File: src/rtl/vt100_seq_encoder.sv
`default_nettype none
// ============================================================================
// Module   : vt100_seq_encoder
// Brief    : Serialises key/report requests into VT100 byte sequences over a
//            valid/ready byte port. Optional macro APP_CURSOR_EN enables
//            application cursor-key mode (ESC O x).
// Revision : 1.0 - initial release
// ============================================================================
module vt100_seq_encoder #(
   parameter int DA_CLASS = 1,
   parameter int DA_OPTS  = 0
) (
   input  logic       clk,
   input  logic       rst,
   input  logic       req_valid,
   output logic       req_ready,
   input  logic [2:0] req_cmd,
   input  logic [7:0] req_pn1,
   input  logic [7:0] req_pn2,
   input  logic       app_cursor,
   output logic [7:0] tx_data,
   output logic       tx_valid,
   input  logic       tx_ready
);

   localparam logic [2:0] c_CMD_CHAR  = 3'd0;
   localparam logic [2:0] c_CMD_LEFT  = 3'd4;
   localparam logic [2:0] c_CMD_CPR   = 3'd5;
   localparam logic [2:0] c_CMD_DA    = 3'd6;
   localparam logic [2:0] c_CMD_DSR   = 3'd7;

   localparam logic [7:0] c_ESC       = 8'h1B;
   localparam logic [7:0] c_CSI       = 8'h5B;
   localparam logic [7:0] c_SS3       = 8'h4F;
   localparam logic [7:0] c_QMARK     = 8'h3F;
   localparam logic [7:0] c_SEMI      = 8'h3B;
   localparam logic [7:0] c_ZERO      = 8'h30;
   localparam logic [7:0] c_DA_CLASS  = 8'h30 + 8'(DA_CLASS);
   localparam logic [7:0] c_DA_OPTS   = 8'h30 + 8'(DA_OPTS);

   typedef enum logic [3:0] {
      S_IDLE  = 4'd0,
      S_ESC   = 4'd1,
      S_INTRO = 4'd2,
      S_QMARK = 4'd3,
      S_NUM1  = 4'd4,
      S_SEMI  = 4'd5,
      S_NUM2  = 4'd6,
      S_FINAL = 4'd7,
      S_RAW   = 4'd8
   } state_t;

   state_t     r_state;
   logic [1:0] r_idx;
   logic [2:0] r_cmd;
   logic [7:0] r_pn1;
   logic [7:0] r_pn2;
   logic       r_app;
   logic       r_ready;
   logic [7:0] r_tx_data;
   logic       r_tx_valid;

   state_t     w_nstate;
   logic [1:0] w_nidx;
   logic [7:0] w_nbyte;
   logic [1:0] w_n1;
   logic [1:0] w_n2;
   logic       w_is_key;

   // Number of decimal digits with leading zeros suppressed (1..3).
   function automatic logic [1:0] dec_len(input logic [7:0] v);
      if (v >= 8'd100)
         return 2'd3;
      else if (v >= 8'd10)
         return 2'd2;
      else
         return 2'd1;
   endfunction

   // ASCII digit idx (0 = most significant emitted digit) of v.
   function automatic logic [7:0] dec_digit(input logic [7:0] v, input logic [1:0] idx);
      logic [7:0] hund;
      logic [7:0] rem;
      logic [7:0] tens;
      logic [7:0] sel;
      logic [1:0] pos;
      hund = (v >= 8'd200) ? 8'd2 : ((v >= 8'd100) ? 8'd1 : 8'd0);
      rem  = v - hund * 8'd100;
      tens = 8'd0;
      for (int k = 1; k < 10; k++) begin
         if (rem >= 8'(k * 10))
            tens = 8'(k);
      end
      pos = idx + (2'd3 - dec_len(v));
      case (pos)
         2'd0:    sel = hund;
         2'd1:    sel = tens;
         default: sel = rem - tens * 8'd10;
      endcase
      return c_ZERO + sel;
   endfunction

   assign w_is_key = (req_cmd != c_CMD_CHAR) && (req_cmd <= c_CMD_LEFT);
   assign w_n1     = (r_cmd == c_CMD_CPR) ? dec_len(r_pn1) : 2'd1;
   assign w_n2     = (r_cmd == c_CMD_CPR) ? dec_len(r_pn2) : 2'd1;

   always_comb begin
      w_nstate = S_IDLE;
      w_nidx   = 2'd0;
      case (r_state)
         S_ESC:   w_nstate = S_INTRO;
         S_INTRO: begin
            case (r_cmd)
               c_CMD_CPR, c_CMD_DSR: w_nstate = S_NUM1;
               c_CMD_DA:             w_nstate = S_QMARK;
               default:              w_nstate = S_FINAL;
            endcase
         end
         S_QMARK: w_nstate = S_NUM1;
         S_NUM1: begin
            if (r_idx + 2'd1 < w_n1) begin
               w_nstate = S_NUM1;
               w_nidx   = r_idx + 2'd1;
            end else if (r_cmd == c_CMD_DSR) begin
               w_nstate = S_FINAL;
            end else begin
               w_nstate = S_SEMI;
            end
         end
         S_SEMI:  w_nstate = S_NUM2;
         S_NUM2: begin
            if (r_idx + 2'd1 < w_n2) begin
               w_nstate = S_NUM2;
               w_nidx   = r_idx + 2'd1;
            end else begin
               w_nstate = S_FINAL;
            end
         end
         default: w_nstate = S_IDLE;
      endcase
   end

   always_comb begin
      w_nbyte = 8'h00;
      case (w_nstate)
         S_ESC:   w_nbyte = c_ESC;
         S_INTRO: w_nbyte = r_app ? c_SS3 : c_CSI;
         S_QMARK: w_nbyte = c_QMARK;
         S_NUM1: begin
            case (r_cmd)
               c_CMD_CPR: w_nbyte = dec_digit(r_pn1, w_nidx);
               c_CMD_DA:  w_nbyte = c_DA_CLASS;
               default:   w_nbyte = c_ZERO;
            endcase
         end
         S_SEMI:  w_nbyte = c_SEMI;
         S_NUM2:  w_nbyte = (r_cmd == c_CMD_CPR) ? dec_digit(r_pn2, w_nidx) : c_DA_OPTS;
         S_FINAL: begin
            case (r_cmd)
               c_CMD_CPR: w_nbyte = 8'h52;
               c_CMD_DA:  w_nbyte = 8'h63;
               c_CMD_DSR: w_nbyte = 8'h6E;
               default:   w_nbyte = 8'h40 + {5'd0, r_cmd};
            endcase
         end
         S_RAW:   w_nbyte = r_pn1;
         default: w_nbyte = 8'h00;
      endcase
   end

   always_ff @(posedge clk or posedge rst) begin
      if (rst) begin
         r_state    <= S_IDLE;
         r_idx      <= 2'd0;
         r_cmd      <= 3'd0;
         r_pn1      <= 8'h00;
         r_pn2      <= 8'h00;
         r_app      <= 1'b0;
         r_ready    <= 1'b1;
         r_tx_data  <= 8'h00;
         r_tx_valid <= 1'b0;
      end else if (r_state == S_IDLE) begin
         if (req_valid && r_ready) begin
            r_cmd      <= req_cmd;
            r_pn1      <= req_pn1;
            r_pn2      <= req_pn2;
`ifdef APP_CURSOR_EN
            r_app      <= app_cursor && w_is_key;
`else
            r_app      <= 1'b0;
`endif
            r_idx      <= 2'd0;
            r_ready    <= 1'b0;
            r_tx_valid <= 1'b1;
            // First byte is known from the request itself, giving 1-cycle latency.
            if (req_cmd == c_CMD_CHAR) begin
               r_state   <= S_RAW;
               r_tx_data <= req_pn1;
            end else begin
               r_state   <= S_ESC;
               r_tx_data <= c_ESC;
            end
         end
      end else if (r_tx_valid && tx_ready) begin
         r_state    <= w_nstate;
         r_idx      <= w_nidx;
         r_tx_data  <= w_nbyte;
         r_tx_valid <= (w_nstate != S_IDLE);
         r_ready    <= (w_nstate == S_IDLE);
      end
   end

`ifndef APP_CURSOR_EN
   logic w_unused_app;
   assign w_unused_app = app_cursor ^ w_is_key;
`endif

   assign req_ready = r_ready;
   assign tx_data   = r_tx_data;
   assign tx_valid  = r_tx_valid;

endmodule
`default_nettype wire
File: config.mk
export PLATFORM = sky130hd
export DESIGN_NAME = vt100_seq_encoder
export DESIGN_NICKNAME = d
export VERILOG_FILES = /design/src/rtl/vt100_seq_encoder.sv
export SDC_FILE = /design/constraint.sdc
export NUM_CORES = 1
export LEC_CHECK = 0
export ABC_AREA = 1
export BUFFER_PORTS_ARGS = -buffer_cell sky130_fd_sc_hd__buf_2
export CORE_MARGIN = 4
export CORE_UTILIZATION = 34
export CTS_CLUSTER_SIZE = 12
export DETAILED_ROUTE_END_ITERATION = 10
export PLACE_DENSITY_LB_ADDON = 0.08
export SYNTH_ARGS = -nofsm -noshare
export SYNTH_HDL_FRONTEND = slang
export SYNTH_SLANG_ARGS = --single-unit
File: constraint.sdc
create_clock -name clk -period 6.27 [get_ports clk]
set_input_delay 0.9405 -clock clk [delete_from_list [all_inputs] [get_ports clk]]
set_output_delay 0.9405 -clock clk [all_outputs]
set_load 0.01 [all_outputs]
Word level (Yosys, flattened, before mapping) --
Index checks and enable logic that the tools add are counted. W data, S select, Z words.
Storage, ports and cells: bits in registers 35, bits of input ports 24
Cells by class: add/sub/neg operators 12, multiply operators 4, order comparisons 26, equality and inequality tests 20, muxes and demuxes 68, reductions and logical operators 12
Operator list (number):
- $mux W8 | 27
- $ge A8 B7 Y1 const B | 8
- $pmux W8 S8 | 1
- $ge A8 B6 Y1 const B | 6
- $pmux W8 S2 | 3
- $mux W2 | 18
- $ge A8 B4 Y1 const B | 4
- $ge A8 B5 Y1 const B | 4
- $sub A8 B8 Y8 | 4
- $eq A4 B3 Y1 const B | 7
- $pmux W8 S3 | 1
- $pmux W3 S6 | 1
- $add A6 B8 Y8 const A | 2
- $eq A4 B2 Y1 const B | 4
- $ge A8 B8 Y1 const B | 2
- $mul A8 B3 Y7 const B | 2
- $mux W4 | 4
- $mul A2 B5 Y6 const B | 2
- $mux W1 | 11
- $eq A3 B3 Y1 const B | 3
- $add A7 B3 Y8 const A | 1
- $eq A4 B1 Y1 const B | 2
- $logic_not A4 Y1 | 2
- $pmux W3 S2 | 1
- 15 further kinds | 22

Logic depth before layout (Yosys ltp) --
depth in word-level cells 27, mapped depth 39, depth with buffers taken out 39

Worst setup path before layout --
No wires, ideal clock.
kind register to register, from register r_pn2[3], to register r_tx_data[7] (netlist: tx_data[7]), arrival 4.675 ns, setup slack 1.530 ns, cell stages (with the launch flop) 30, buffers on the path 0, cell sequence dfrtp_1 nor2_1 a21oi_1 nor2_1 ha_1 inv_1 fa_1 nor2_1 o21bai_1 xnor2_1 nor2_1 nor2_4 inv_2 a21oi_1 ha_1 ha_1 inv_1 fa_1 ha_1 o21ai_0 nand2_1 a21oi_1 xor2_1 xor2_1 nand2_1 nand2_1 nand2_1 o21ai_1 nand3_1 nand2_1
Between the ends: word-level cells in the longest chain between the ends 25, elaborated cells between the ends (all ways) 64, those cells by class 7 x add/sub; 2 x mul; 13 x order compare; 10 x eq/ne; 30 x mux; 2 x reduce/logical
Ends and longest elaborated chain:
- from (decl) | line 57 | logic [7:0] r_pn2;
- from (signal assigned) | line 186 | r_pn2 <= req_pn2;
- $ge A8 B7 Y1 | line 72, 87
- $mux W1 | line 87 | hund = (v >= 8'd200) ? 8'd2 : ((v >= 8'd100) ? 8'd1 : 8'd0);
- $mux W2 | line 87
- $mul A2 B5 Y6 | line 88 | rem = v - hund * 8'd100;
- $sub A8 B8 Y8 | line 88
- $ge A8 B4 Y1 | line 91 | if (rem >= 8'(k * 10))
- $mux W1 | line 91
- $mux W8 (8 in series) | line 91
- [... 2 more ...]
- $sub A8 B8 Y8 | line 98 | default: sel = rem - tens * 8'd10;
- $pmux W8 S2 | line 95 | case (pos)
- $mux W8 | line 145 | case (w_nstate)
- $add A6 B8 Y8 | line 100 | return c_ZERO + sel;
- $mux W8 | line 157 | S_NUM2: w_nbyte = (r_cmd == c_CMD_CPR) ? dec_digit(r_pn2, w_nidx) : c_DA_OPTS;
- $pmux W8 S8 * | line 145
- $mux W8 * | line 204 | end else if (r_tx_valid && tx_ready) begin
- $mux W8 * | line 182 | end else if (r_state == S_IDLE) begin
- to (signal assigned) | line 198 | r_tx_data <= req_pn1;
- to (signal assigned) | line 201 | r_tx_data <= c_ESC;
- to (signal assigned) | line 207 | r_tx_data <= w_nbyte;
- to (decl) | line 60 | logic [7:0] r_tx_data;
Mark *: on every way between the ends. The rest lies on a longest branch, timed or not. The select of a mux whose other input is x is not followed. A chain may end at the register's enable or synchronous reset.

Worst setup path in the final report --
from register r_pn2[4], to register r_tx_data[7] (netlist: tx_data[7])
The elaborated chain is that of the path after synthesis.

==> impl_results.md <==
* CP delay by family, top: adder cells
* Initial antenna violation count at 0
* Critical Path Fanout Max at 5
* Synth Flop Type: dfrtp_1
* CP max-delay cell: dfrtp_1
* Min Tclk post-route at 5630 ps
* CTS buffer count at 5
* DR pass1 iterations at 4
* Tcrit/Tclk final at 0.899
* Starting Density at 0.352
* Final net count at 702
* Starting DRT DRC Count at 178
* Unrepaired setup endpoints after global routing: no
* Worst Setup End Kind: register
* Relative slew slack at 0.592
* Port buffer count at 32
* Mean post-synth cell area at 6.77 sq um
* Crit Path Class: reg -> reg
* EDFF count, synth at 0
* CTS tree: yes
* Die Height at 117 microns
* Half-perimeter wire length after placement at 8560 microns
* Row cnt at 39
* Largest net degree at the start of global routing at 37
* Number of placed I/O pins at 34
* H-tree lvl count at 2
* Worst min-delay path category: reg -> reg
* Clock Tree Root: clkbuf_16
* Worst Reg2Reg Path Length in Cells at 29
* Startpoint Class: register
* Post-CTS Setup Inserts at 0
* Synthesized area at 0.00408 sq mm
* Core ar. at 0.0116 sq mm
* Die ar. at 0.0138 sq mm
* ANT nets after route at 0
* Clock Pin Slew Worst Setup and Hold Paths at 60 ps
* TNS Setup at 0 ps
* GPL Wtd Cong at 0.873
* ANT cells at 0
* Gate Count Post-Synth at 602
* Syn Nets at 666
* CP Launch Point: r_pn2[4]
* Max_cap viols at 0
* Vias in the first global route at 3732
* Wirelength per Cell at 13.3 microns
* Final wirelength at 10400 microns
* Cell taking the most area after synthesis: dfrtp_1
* Worst EP arrival at 5850 ps
* #FFs+latches synth at 35
* Top cells by area, synth: dfrtp_1 (21%), nand2_1 (12%), ha_1 (10%)
* Fmax at 177 MHz
* First-pass GRT wire length at 17900 microns
* Hold buffer count at cts at 0
* Cell mode on critical path: nand2_1
* Layout cells sized above 1 at 0.175
* Unique masters post-synth at 48
* Largest stage delay, worst path at 450 ps
* Sequential area share after synthesis at 0.215
* Worst endpoint required time at 6490 ps
* Number of synthesis warnings at 0
* Die width at 117 microns
* Outcome: completed
* CP Buf/Inv Count at 4
* Ys async rst share at 1.00
* Cell count along the critical path at 29
* Share of the synthesized area in the top cell type at 0.209
* All-Layer GR Usage at 0.155
* Fill cells at 1216
* Post-CTS Resized at 0
* Clk_lat worst skew at 280 ps
* Hold path depth at 2
* Worst Max-Slew Pin Slew at 611 ps
* Hold Path Origin: tx_data[4]
* Residual DRC at 0
* Vias per inst at 4.81
* Fin. max-slew vios at 0
* Layout area overhead at 11.9%
* Vias at 3765
* # setup viols final at 0
* Final Hold Vio Count at 0
* GR Overflow Total at 0
* Clock skew at 6.20 ps
* CTS Sinks at 35
* Worst R2R Start: r_pn2[4]
* CTS Buffer Depth at 2
metal layers:
layer,up-vias,share of wire,track usage
met3,8,0.023,0.0168
li1,2000,-,-
met2,65,0.45,0.255
met4,0,0.013,0.0403
met5,-,0,0
met1,1692,0.51,0.218
cell type report:
type	count	area [sq um]	area share
clock buffers	7	143	0.0313
inverters	113	429	0.0941
well taps	143	179	0.0392
clock inverters	1	5.00	0.00110
multi-input cells	448	2750	0.602
flip-flops and latches	35	877	0.192
repair buffers	35	183	0.0400
path summary, 6_finish.rpt:
check | endpoint | slack, ps
hold / removal | tx_data[4] | 480
setup / recovery | tx_data[7] | 640
setup reg to reg | tx_data[7] | 640
min in group asynchronous | r_cmd[2] | 750
hold reg to reg | tx_data[4] | 480
max in group asynchronous | req_ready | 5170
worst min-delay path, cell delays in order, from the launching register on:
cell and delay [ps]:
dfrtp_1 340, nand2_1 50, nand2_1 60
cell usage in the layout (no fill, tap or decap), drive strengths merged:
cell type    n
or3          1
xnor2        5
a21boi       2
inv        110
nor4         2
clkbuf       7
clkinv       4
a21oi       41
a31oi        4
a211oi       1
and2         1
o31ai        3
o21ai       37
a22oi        1
nand2      154
dfstp        1
dfrtp       34
xor2        16
o22ai        2
o211ai       6
nor3         3
a22o         1
fa           6
nand4        7
or2          3
mux2         4
nor2        70
buf         35
o21bai       5
ha          34
nand3       37
nand3b       2
per-stage QoR:
step / area [sq um] / utilization / setup slack, ps / hold WS [ps] / cells
2_1_floorplan: 4080 / - / 1530 / 475 / 602
3_3_place_gp: 4410 / 0.382 / 746 / 466 / 774
3_5_place_dp: 4410 / 0.382 / 625 / 462 / 774
4_1_cts: 4560 / 0.394 / 601 / 482 / 782
5_1_grt: 4560 / 0.394 / 60.7 / 501 / 782
6_report: 4560 / 0.394 / 636 / 481 / 782
Yosys cell counts (all sizes together), types with 3 or more instances:
cell	n
nand2	154
nand4	7
or2	3
inv	110
xnor2	5
fa	6
nor3	3
o31ai	3
clkbuf	5
a31oi	4
clkinv	3
ha	34
o21bai	5
nand3	37
nor2	70
o211ai	6
a21oi	41
xor2	16
mux2	4
o21ai	37
dfrtp	34
kinds of logic after synthesis:
group / share of synthesized area
muxes: 0.0110
xor gates and xnor gates: 0.0470
and+or+nand+nor: 0.325
adders and majority gates: 0.134
DFF: 0.215
buffers and inverters: 0.111
AOI/OAI and AO/OA: 0.157
registers in the layout, indices dropped and copies added, names as in the netlist:
name and flops:
req_ready 1, r_pn1 8, r_state 4, r_pn2 8
r_cmd 3, tx_valid 1, tx_data 8, r_idx 2
Power is left out: the tool's default activity adds up to more than one toggle a clock period on the data nets, which glitch-free logic cannot reach.
